$ cat src/rtl/pipe_reg_file.sv
// pipe_reg_file: register file with registered read ports and a pending-bit
// scoreboard that tracks registers awaiting writeback.
// Optional macro PIPE_REG_FILE_BYPASS_EN enables same-edge write-to-read
// forwarding. When it is undefined, a read that coincides with a write to
// the same address returns the old contents.
module pipe_reg_file #(
    parameter int DATA_W   = 32,
    parameter int ADDR_W   = 5,
    parameter int ZERO_REG = 1
) (
    input  logic              clk,
    input  logic              rst,
    input  logic [ADDR_W-1:0] readreg1,
    input  logic [ADDR_W-1:0] readreg2,
    input  logic              regwrite,
    input  logic [ADDR_W-1:0] writereg,
    input  logic [DATA_W-1:0] writedata,
    input  logic              alloc_en,
    input  logic [ADDR_W-1:0] alloc_reg,
    output logic [DATA_W-1:0] read_data1,
    output logic [DATA_W-1:0] read_data2,
    output logic              busy1,
    output logic              busy2,
    output logic [ADDR_W:0]   busy_cnt
);

    localparam int DEPTH = 1 << ADDR_W;

    logic [DATA_W-1:0] regs_q [DEPTH];
    logic [DATA_W-1:0] regs_d [DEPTH];
    logic [DEPTH-1:0]  pending_q;
    logic [DEPTH-1:0]  pending_d;

    logic [DATA_W-1:0] read_data1_q;
    logic [DATA_W-1:0] read_data1_d;
    logic [DATA_W-1:0] read_data2_q;
    logic [DATA_W-1:0] read_data2_d;
    logic              busy1_q;
    logic              busy1_d;
    logic              busy2_q;
    logic              busy2_d;
    logic [ADDR_W:0]   busy_cnt_q;
    logic [ADDR_W:0]   busy_cnt_d;

    logic write_ok;
    logic alloc_ok;
    logic zero_addr1;
    logic zero_addr2;
    logic fwd1;
    logic fwd2;

    // Qualify writes and allocations; address 0 is inert when it is hardwired.
    always_comb begin
        write_ok   = regwrite && !((ZERO_REG != 0) && (writereg == '0));
        alloc_ok   = alloc_en && !((ZERO_REG != 0) && (alloc_reg == '0));
        zero_addr1 = (ZERO_REG != 0) && (readreg1 == '0);
        zero_addr2 = (ZERO_REG != 0) && (readreg2 == '0);
`ifdef PIPE_REG_FILE_BYPASS_EN
        fwd1       = write_ok && (readreg1 == writereg);
        fwd2       = write_ok && (readreg2 == writereg);
`else
        fwd1       = 1'b0;
        fwd2       = 1'b0;
`endif
    end

    // Next register contents and pending bits; the new producer (alloc) wins over a clearing write.
    always_comb begin
        regs_d    = regs_q;
        pending_d = pending_q;
        if (write_ok) begin
            regs_d[writereg]    = writedata;
            pending_d[writereg] = 1'b0;
        end
        if (alloc_ok) begin
            pending_d[alloc_reg] = 1'b1;
        end
    end

    // Population count of the post-update pending bits; sized so it can never wrap.
    always_comb begin
        busy_cnt_d = '0;
        for (int i = 0; i < DEPTH; i++) begin
            busy_cnt_d = busy_cnt_d + {{ADDR_W{1'b0}}, pending_d[i]};
        end
    end

    // Read port 1: zero register, then forwarded write, then stored contents.
    always_comb begin
        read_data1_d = regs_q[readreg1];
        busy1_d      = pending_q[readreg1];
        if (zero_addr1) begin
            read_data1_d = '0;
            busy1_d      = 1'b0;
        end else if (fwd1) begin
            read_data1_d = writedata;
            busy1_d      = pending_d[readreg1];
        end
    end

    // Read port 2: same selection as port 1, fully independent of it.
    always_comb begin
        read_data2_d = regs_q[readreg2];
        busy2_d      = pending_q[readreg2];
        if (zero_addr2) begin
            read_data2_d = '0;
            busy2_d      = 1'b0;
        end else if (fwd2) begin
            read_data2_d = writedata;
            busy2_d      = pending_d[readreg2];
        end
    end

    // State update; reset clears everything and discards any same-edge write or alloc.
    always_ff @(posedge clk) begin
        if (rst) begin
            for (int i = 0; i < DEPTH; i++) begin
                regs_q[i] <= '0;
            end
            pending_q    <= '0;
            read_data1_q <= '0;
            read_data2_q <= '0;
            busy1_q      <= 1'b0;
            busy2_q      <= 1'b0;
            busy_cnt_q   <= '0;
        end else begin
            for (int i = 0; i < DEPTH; i++) begin
                regs_q[i] <= regs_d[i];
            end
            pending_q    <= pending_d;
            read_data1_q <= read_data1_d;
            read_data2_q <= read_data2_d;
            busy1_q      <= busy1_d;
            busy2_q      <= busy2_d;
            busy_cnt_q   <= busy_cnt_d;
        end
    end

    assign read_data1 = read_data1_q;
    assign read_data2 = read_data2_q;
    assign busy1      = busy1_q;
    assign busy2      = busy2_q;
    assign busy_cnt   = busy_cnt_q;

endmodule

$ cat config.mk
export PLATFORM = sky130hd
export DESIGN_NAME = pipe_reg_file
export DESIGN_NICKNAME = d
export VERILOG_FILES = /design/src/rtl/pipe_reg_file.sv
export SDC_FILE = /design/constraint.sdc
export NUM_CORES = 2
export LEC_CHECK = 0
export CORE_MARGIN = 4
export CORE_UTILIZATION = 54
export DETAILED_ROUTE_END_ITERATION = 10
export GPL_TIMING_DRIVEN = 0
export PLACE_DENSITY = 0.71
export REMOVE_ABC_BUFFERS = 1
export SETUP_SLACK_MARGIN = 0.05
export SYNTH_ARGS = -nofsm -noshare
export SYNTH_HDL_FRONTEND = slang
export SYNTH_SLANG_ARGS = --single-unit
$ cat constraint.sdc
create_clock -name clk -period 17.5 [get_ports clk]
set_clock_uncertainty 0.05 [all_clocks]
set_input_delay 4.375 -clock clk [delete_from_list [all_inputs] [get_ports clk]]
set_output_delay 4.375 -clock clk [all_outputs]
set_load 0.01 [all_outputs]
-- Word level (Yosys, flattened, before mapping)
Index checks and enable logic that the tools add are counted.
- flip-flop bits (word level): 1128
- latch bits: 0
- RAM bits: 0
- ROM bits: 0
- input port bits: 56
- output and inout port bits: 72
- word-level logic and storage cells: 117
- memories kept: 0
- add/sub/neg operators: 31
- multiply operators: 0
- divide/modulo/power cells: 0
- order comparisons: 10
- eq/ne operators: 0
- shifts and indexed selects: 0
- mux-type cells: 19
- bitwise logic cells: 6
- reductions and logical operators: 13
- operators with widths (kind ; number):
    1024-bit bitwise mux ; 1
    32-bit binary-select mux with 5-bit select ; 2
    32-bit 2-to-1 mux ; 7
    32-bit demux with 5-bit select ; 1
    6-bit by 1-bit adder with 6-bit output ; 26
    32-bit bitwise AND ; 1
    32-bit inverter ; 1
    32-bit OR ; 1
    5-bit by 6-bit < comparator with 1-bit output, second input constant ; 4
    5-bit zero test ; 4
    6-bit >= comparator, second input constant ; 3
    5-bit inverter with 6-bit output ; 3
    1-bit binary-select mux with 5-bit select ; 2
    1-bit demux with 5-bit select ; 2
    5-bit by 1-bit >= comparator with 1-bit output, second input constant ; 2
    5-bit by 1-bit adder with 6-bit output ; 1
    6-bit by 1-bit < comparator with 1-bit output, second input constant ; 1
    4-bit by 1-bit adder with 5-bit output ; 1
    1-bit logical AND ; 5
    3-bit by 1-bit adder with 4-bit output ; 1
    1-bit 2-to-1 mux ; 4
    2-bit OR reduction ; 2
    2-bit by 1-bit adder with 3-bit output ; 1
    1-bit by 1-bit adder with 2-bit output ; 1
    1-bit zero test ; 2

-- Logic depth before layout (Yosys ltp)
- depth after elaboration: 40
- gate-level depth with buffers: 21
- depth with buffers taken out: 19

-- Worst setup path after synthesis
OpenSTA, ideal clock, no wires.
- kind: input to register
- start: input regwrite
- end: register busy_cnt_q[4], in the netlist busy_cnt[4]
- library setup time: 0.128 ns
- data arrival time: 9.522 ns
- data required time: 17.322 ns
- path slack: 7.800 ns
- stages: 19
- buffers on the path: 1
- path through: clkbuf_1 and4b_1 nand3_1 a22oi_1 fa_1 fa_1 inv_1 fa_1 fa_1 inv_1 fa_1 fa_1 inv_1 ha_1 fa_1 a21o_1 a21oi_1 xor2_1 nor2_1
- word-level cells in the longest chain between the ends: 35
- ends and longest elaborated chain (element ; RTL line ; RTL):
    start, declared ; 15 ; input logic regwrite,
    1-bit logical AND * ; 54 ; write_ok = regwrite && !((ZERO_REG != 0) && (writereg == '0));
    32-bit 2-to-1 mux * ; 71 ; if (write_ok) begin
    32-bit OR (no line) ; n/a ;
    32-bit 2-to-1 mux * ; 75 ; if (alloc_ok) begin
    1-bit by 1-bit adder with 2-bit output ; 84 ; busy_cnt_d = busy_cnt_d + {{ADDR_W{1'b0}}, pending_d[i]};
    2-bit by 1-bit adder with 3-bit output ; 84 ;
    3-bit by 1-bit adder with 4-bit output ; 84 ;
    4-bit by 1-bit adder with 5-bit output ; 84 ;
    5-bit by 1-bit adder with 6-bit output ; 84 ;
    6-bit by 1-bit adder with 6-bit output (25 in a row) ; 84 ;
    6-bit by 1-bit adder with 6-bit output * ; 84 ;
    end signal, assigned ; 135 ; busy_cnt_q <= busy_cnt_d;
    end, declared ; 42 ; logic [ADDR_W:0] busy_cnt_q;
Mark *: on every way between the ends. The rest lies on a longest branch, timed or not.
A chain may end at the register's enable or synchronous reset.

-- Final worst setup path
- start: input writereg[0]
- end: register busy_cnt_q[4], in the netlist busy_cnt[4]
- word-level cells in the longest chain between the ends: 40
- elaborated cells on any way between the ends: 44
- classes of those cells: add/sub: 31; order compare: 2; mux: 4; bitwise: 3; reduce/logical: 4
- ends and longest elaborated chain (element ; RTL line ; RTL):
    start, declared ; 16 ; input logic [ADDR_W-1:0] writereg,
    5-bit by 6-bit < comparator with 1-bit output (not written as such) / 5-bit by 1-bit >= comparator with 1-bit output (equally long branches) ; 73 ; pending_d[writereg] = 1'b0;
    1-bit logical AND (not written as such) ; 73 ;
    1-bit 2-to-1 mux (not written as such) ; 73 ;
    1-bit demux with 5-bit select ; 73 ;
    32-bit inverter (no line) ; n/a ;
    32-bit bitwise AND (no line) ; n/a ;
    32-bit 2-to-1 mux * ; 71 ;
    32-bit OR (no line) ; n/a ;
    32-bit 2-to-1 mux * ; 75 ;
    1-bit by 1-bit adder with 2-bit output ; 84 ;
    2-bit by 1-bit adder with 3-bit output ; 84 ;
    3-bit by 1-bit adder with 4-bit output ; 84 ;
    4-bit by 1-bit adder with 5-bit output ; 84 ;
    5-bit by 1-bit adder with 6-bit output ; 84 ;
    6-bit by 1-bit adder with 6-bit output (25 in a row) ; 84 ;
    6-bit by 1-bit adder with 6-bit output * ; 84 ;
Marks and branches as above.

==> results_dict.tcl <==
set metrics [dict create \
    cp_slowest_cell "clkdlybuf4s50_1" \
    cts_root_buf "clkbuf_16" \
    synth-seq-cells 1128 \
    place.gp.congestion 0.854 \
    async_reset_ff_frac 0 \
    final_common_cell "nand2_1" \
    synth.distinct_cells 54 \
    hold_path_class "flop to flop" \
    cts_hold_buffers 0 \
    worstPathCellList "clkdlybuf4s50_1 > and4bb_2 > nand3_2 > buf_12 > a22oi_1 > fa_1 > inv_1 > fa_1 > fa_1 > fa_1 > inv_1 > fa_1 > fa_1 > inv_1 > ha_1 > fa_1 > a21o_1 > a21oi_1 > xor2_1 > nor2_1" \
    n_fill_cell 8200 \
    coreArea_um2 102000 \
    start_util 0.544 \
    slowest_delay_ns 1.05 \
    end_kind "flop" \
    netlist_instances 6042 \
    fin_tns_setup_ns 0 \
    min_period_over_period 0.653 \
    die_y_um 328 \
    track_usage 0.367 \
    p_leak_uw 0.0205 \
    grt_pass1_wl_mm 299 \
    io_pins 128 \
    path_delay_family "adder cells" \
    routed_wl_mm 202 \
    drtIter0Drc 8376 \
    maxCapViolations 0 \
    clock-sinks 1128 \
    firstDrtPassIters 9 \
    port_buffers 127 \
    fmax_mhz 87.5 \
    cts.clk_slew.worst_paths_ns 0.06 \
    synth_compound_area_frac 0.129 \
    antenna_found_initial 11 \
    die_area_um2 108000 \
    cts_buffer_depth 3 \
    cellPowerDensity_nw_per_um2 90.6 \
    finalCriticalPeriod_ns 11.43 \
    finalSetupViolCount 0 \
    cp.required_ns 18.03 \
    post-cts-setup-buffer-count 0 \
    clock_latency_ns 0.72 \
    core.rowCount 117 \
    hpwl_mm 122 \
    finalMaxSlewViolations 0 \
    layout_common_cells "nand2_1, dfxtp_1, a21oi_1, mux4_2, mux2i_1" \
    cts_tree "done" \
    rsz0062_at_grt "no" \
    die_w_um 328 \
    nNetsFinal 5861 \
    critPathMaxFanout 19 \
    num_vias 48760 \
    ys_seq_area_frac 0.408 \
    synthSimpleGateAreaFrac 0.160 \
    fin_area_um2 62200 \
    cpMostUsedCell "fa_1" \
    syn2layout_area_growth_pct 12.3 \
    multi_input_area_um2 30300 \
    synth-xor-area-share 0.000474 \
    h-tree-depth 3 \
    yosys_warnings 0 \
    status "finished clean" \
    vias_per_cell 6.73 \
    grt_remaining_overflow 0 \
    ant_nets 0 \
    grt_max_degree 159 \
    drcViolationCount 0 \
    syn_avg_cell_area_um2 9.17 \
    criticalPathCategory "primary input to flop" \
    synth_fa_ha_area_frac 0.0103 \
    start_kind "primary input" \
    regArea_um2 22600 \
    dpl-instance-area_um2 58200 \
    critPathArrivalTime_ns 11.96 \
    slew_headroom 0.0274 \
    drive_gt1_frac 0.149 \
    routedWlPerCell_um 27.9 \
    ir_worst_vdd_v 0.0000767 \
    hold_viol_final 0 \
    syn_area_um2 55400 \
    tightest_slew_ns 1.45 \
    synth-edff-count 0 \
    post_cts_resized 0 \
    synth_top_family_by_area "multiplexers" \
    muxShareOfSynthArea 0.242 \
    synth_ff_type "dfxtp_1" \
    grt_pass1_vias 47212 \
    crit_buf_inv 5 \
    numCtsBuffers 116 \
]
cell usage after synthesis (4+ instances only):
master        n  area share
inv_1        24      0.0016
a32oi_1       4     0.00063
and4b_1       7      0.0013
buf_2       145       0.013
buf_1         7     0.00047
nand2_1    2031        0.14
mux2i_1     254       0.046
fa_1         24      0.0087
nand3_1      13      0.0012
mux4_2      479        0.19
nor2b_1      47      0.0053
clkbuf_1    441       0.030
a211oi_1     19      0.0026
and3_1       15      0.0017
o22a_1       33      0.0052
and2_1       31      0.0035
o221ai_1     56      0.0089
buf_4        12      0.0016
nand2b_1      5     0.00056
nor2_1       41      0.0028
o22ai_1      23      0.0026
dfxtp_1    1128        0.41
a21oi_1    1005       0.091
and2_0        4     0.00045
a2111oi_2     8      0.0022
nor3_1       28      0.0025
o21ai_1       6     0.00054
a2111oi_0    15      0.0024
a221oi_1      7      0.0011
buf_6        19      0.0039
ha_1          7      0.0016
a22o_1       54      0.0085
a22oi_1      13      0.0018
layout make-up:
cell class / count / area share
sequential: 1128 / 0.363
inverter: 24 / 0.00145
timing repair buffer: 239 / 0.0574
multi-input combinational: 4265 / 0.487
tap: 1368 / 0.0275
clock inverter: 48 / 0.00915
antenna: 5 / 0.000201
clock buffer: 169 / 0.0546
tightest hold or removal path, stage by stage (launching register included):
cell and delay (ns):
dfxtp_1 0.31, nand2_1 0.05, a21oi_1 0.05
final timing paths:
| check | cells after the start | from | to | slack [ns] |
|---|---|---|---|---|
| setup / recovery | 20 | writereg[0] | busy_cnt[4]$_SDFF_PP0_ | 6.07 |
| hold / removal | 2 | regs_q[966]$_SDFFE_PP0P_ | regs_q[966]$_SDFFE_PP0P_ | 0.42 |
| setup reg to reg | 18 | pending_q[19]$_SDFF_PP0_ | busy_cnt[4]$_SDFF_PP0_ | 12.16 |
| hold reg to reg | 2 | regs_q[966]$_SDFFE_PP0P_ | regs_q[966]$_SDFFE_PP0P_ | 0.42 |
layer usage:
metal / vias to the layer above / GRT usage / share of wire
met5: - / 0 / 0.00021
met1: 23465 / 0.486 / 0.36
li1: 20577 / - / -
met2: 3815 / 0.527 / 0.42
met3: 897 / 0.112 / 0.15
met4: 6 / 0.231 / 0.074
state kept, by name, indices dropped and copies added (netlist names):
signal / count
regs_q: 1024
pending_q: 32
read_data1: 32
read_data2: 32
busy_cnt: 6
busy1: 1
busy2: 1
power by group:
| group | internal [uW] | switching (uW) | leakage, uW |
|---|---|---|---|
| combinational | 149 | 297 | 0.00946 |
| clock | 1480 | 1100 | 0.00195 |
| sequential | 2590 | 15.1 | 0.00910 |
stage by stage:
stage | hold slack, ns | worst slack (ns) | power, uW | cells | utilization
6_report | 0.416 | 6.07 | 5630 | 7246 | 0.611
5_1_grt | 0.431 | 5.91 | 5760 | 7243 | 0.611
3_5_place_dp | 0.406 | 5.66 | 3090 | 7023 | 0.572
3_3_place_gp | 0.399 | -32.12 | 3180 | 6912 | 0.547
4_1_cts | 0.415 | 6.37 | 5620 | 7240 | 0.611
2_1_floorplan | 0.385 | 7.39 | 2800 | 5417 | -
cell families after synthesis:
group	after synthesis
AND/OR/NAND/NOR	2239
AO/OA/AOI/OAI	1256
flip-flops	1128
multiplexers	736
buffers and inverters	649
adder cells (fa/ha/maj)	31
XOR/XNOR	3
(Power assumes the default switching activity.)
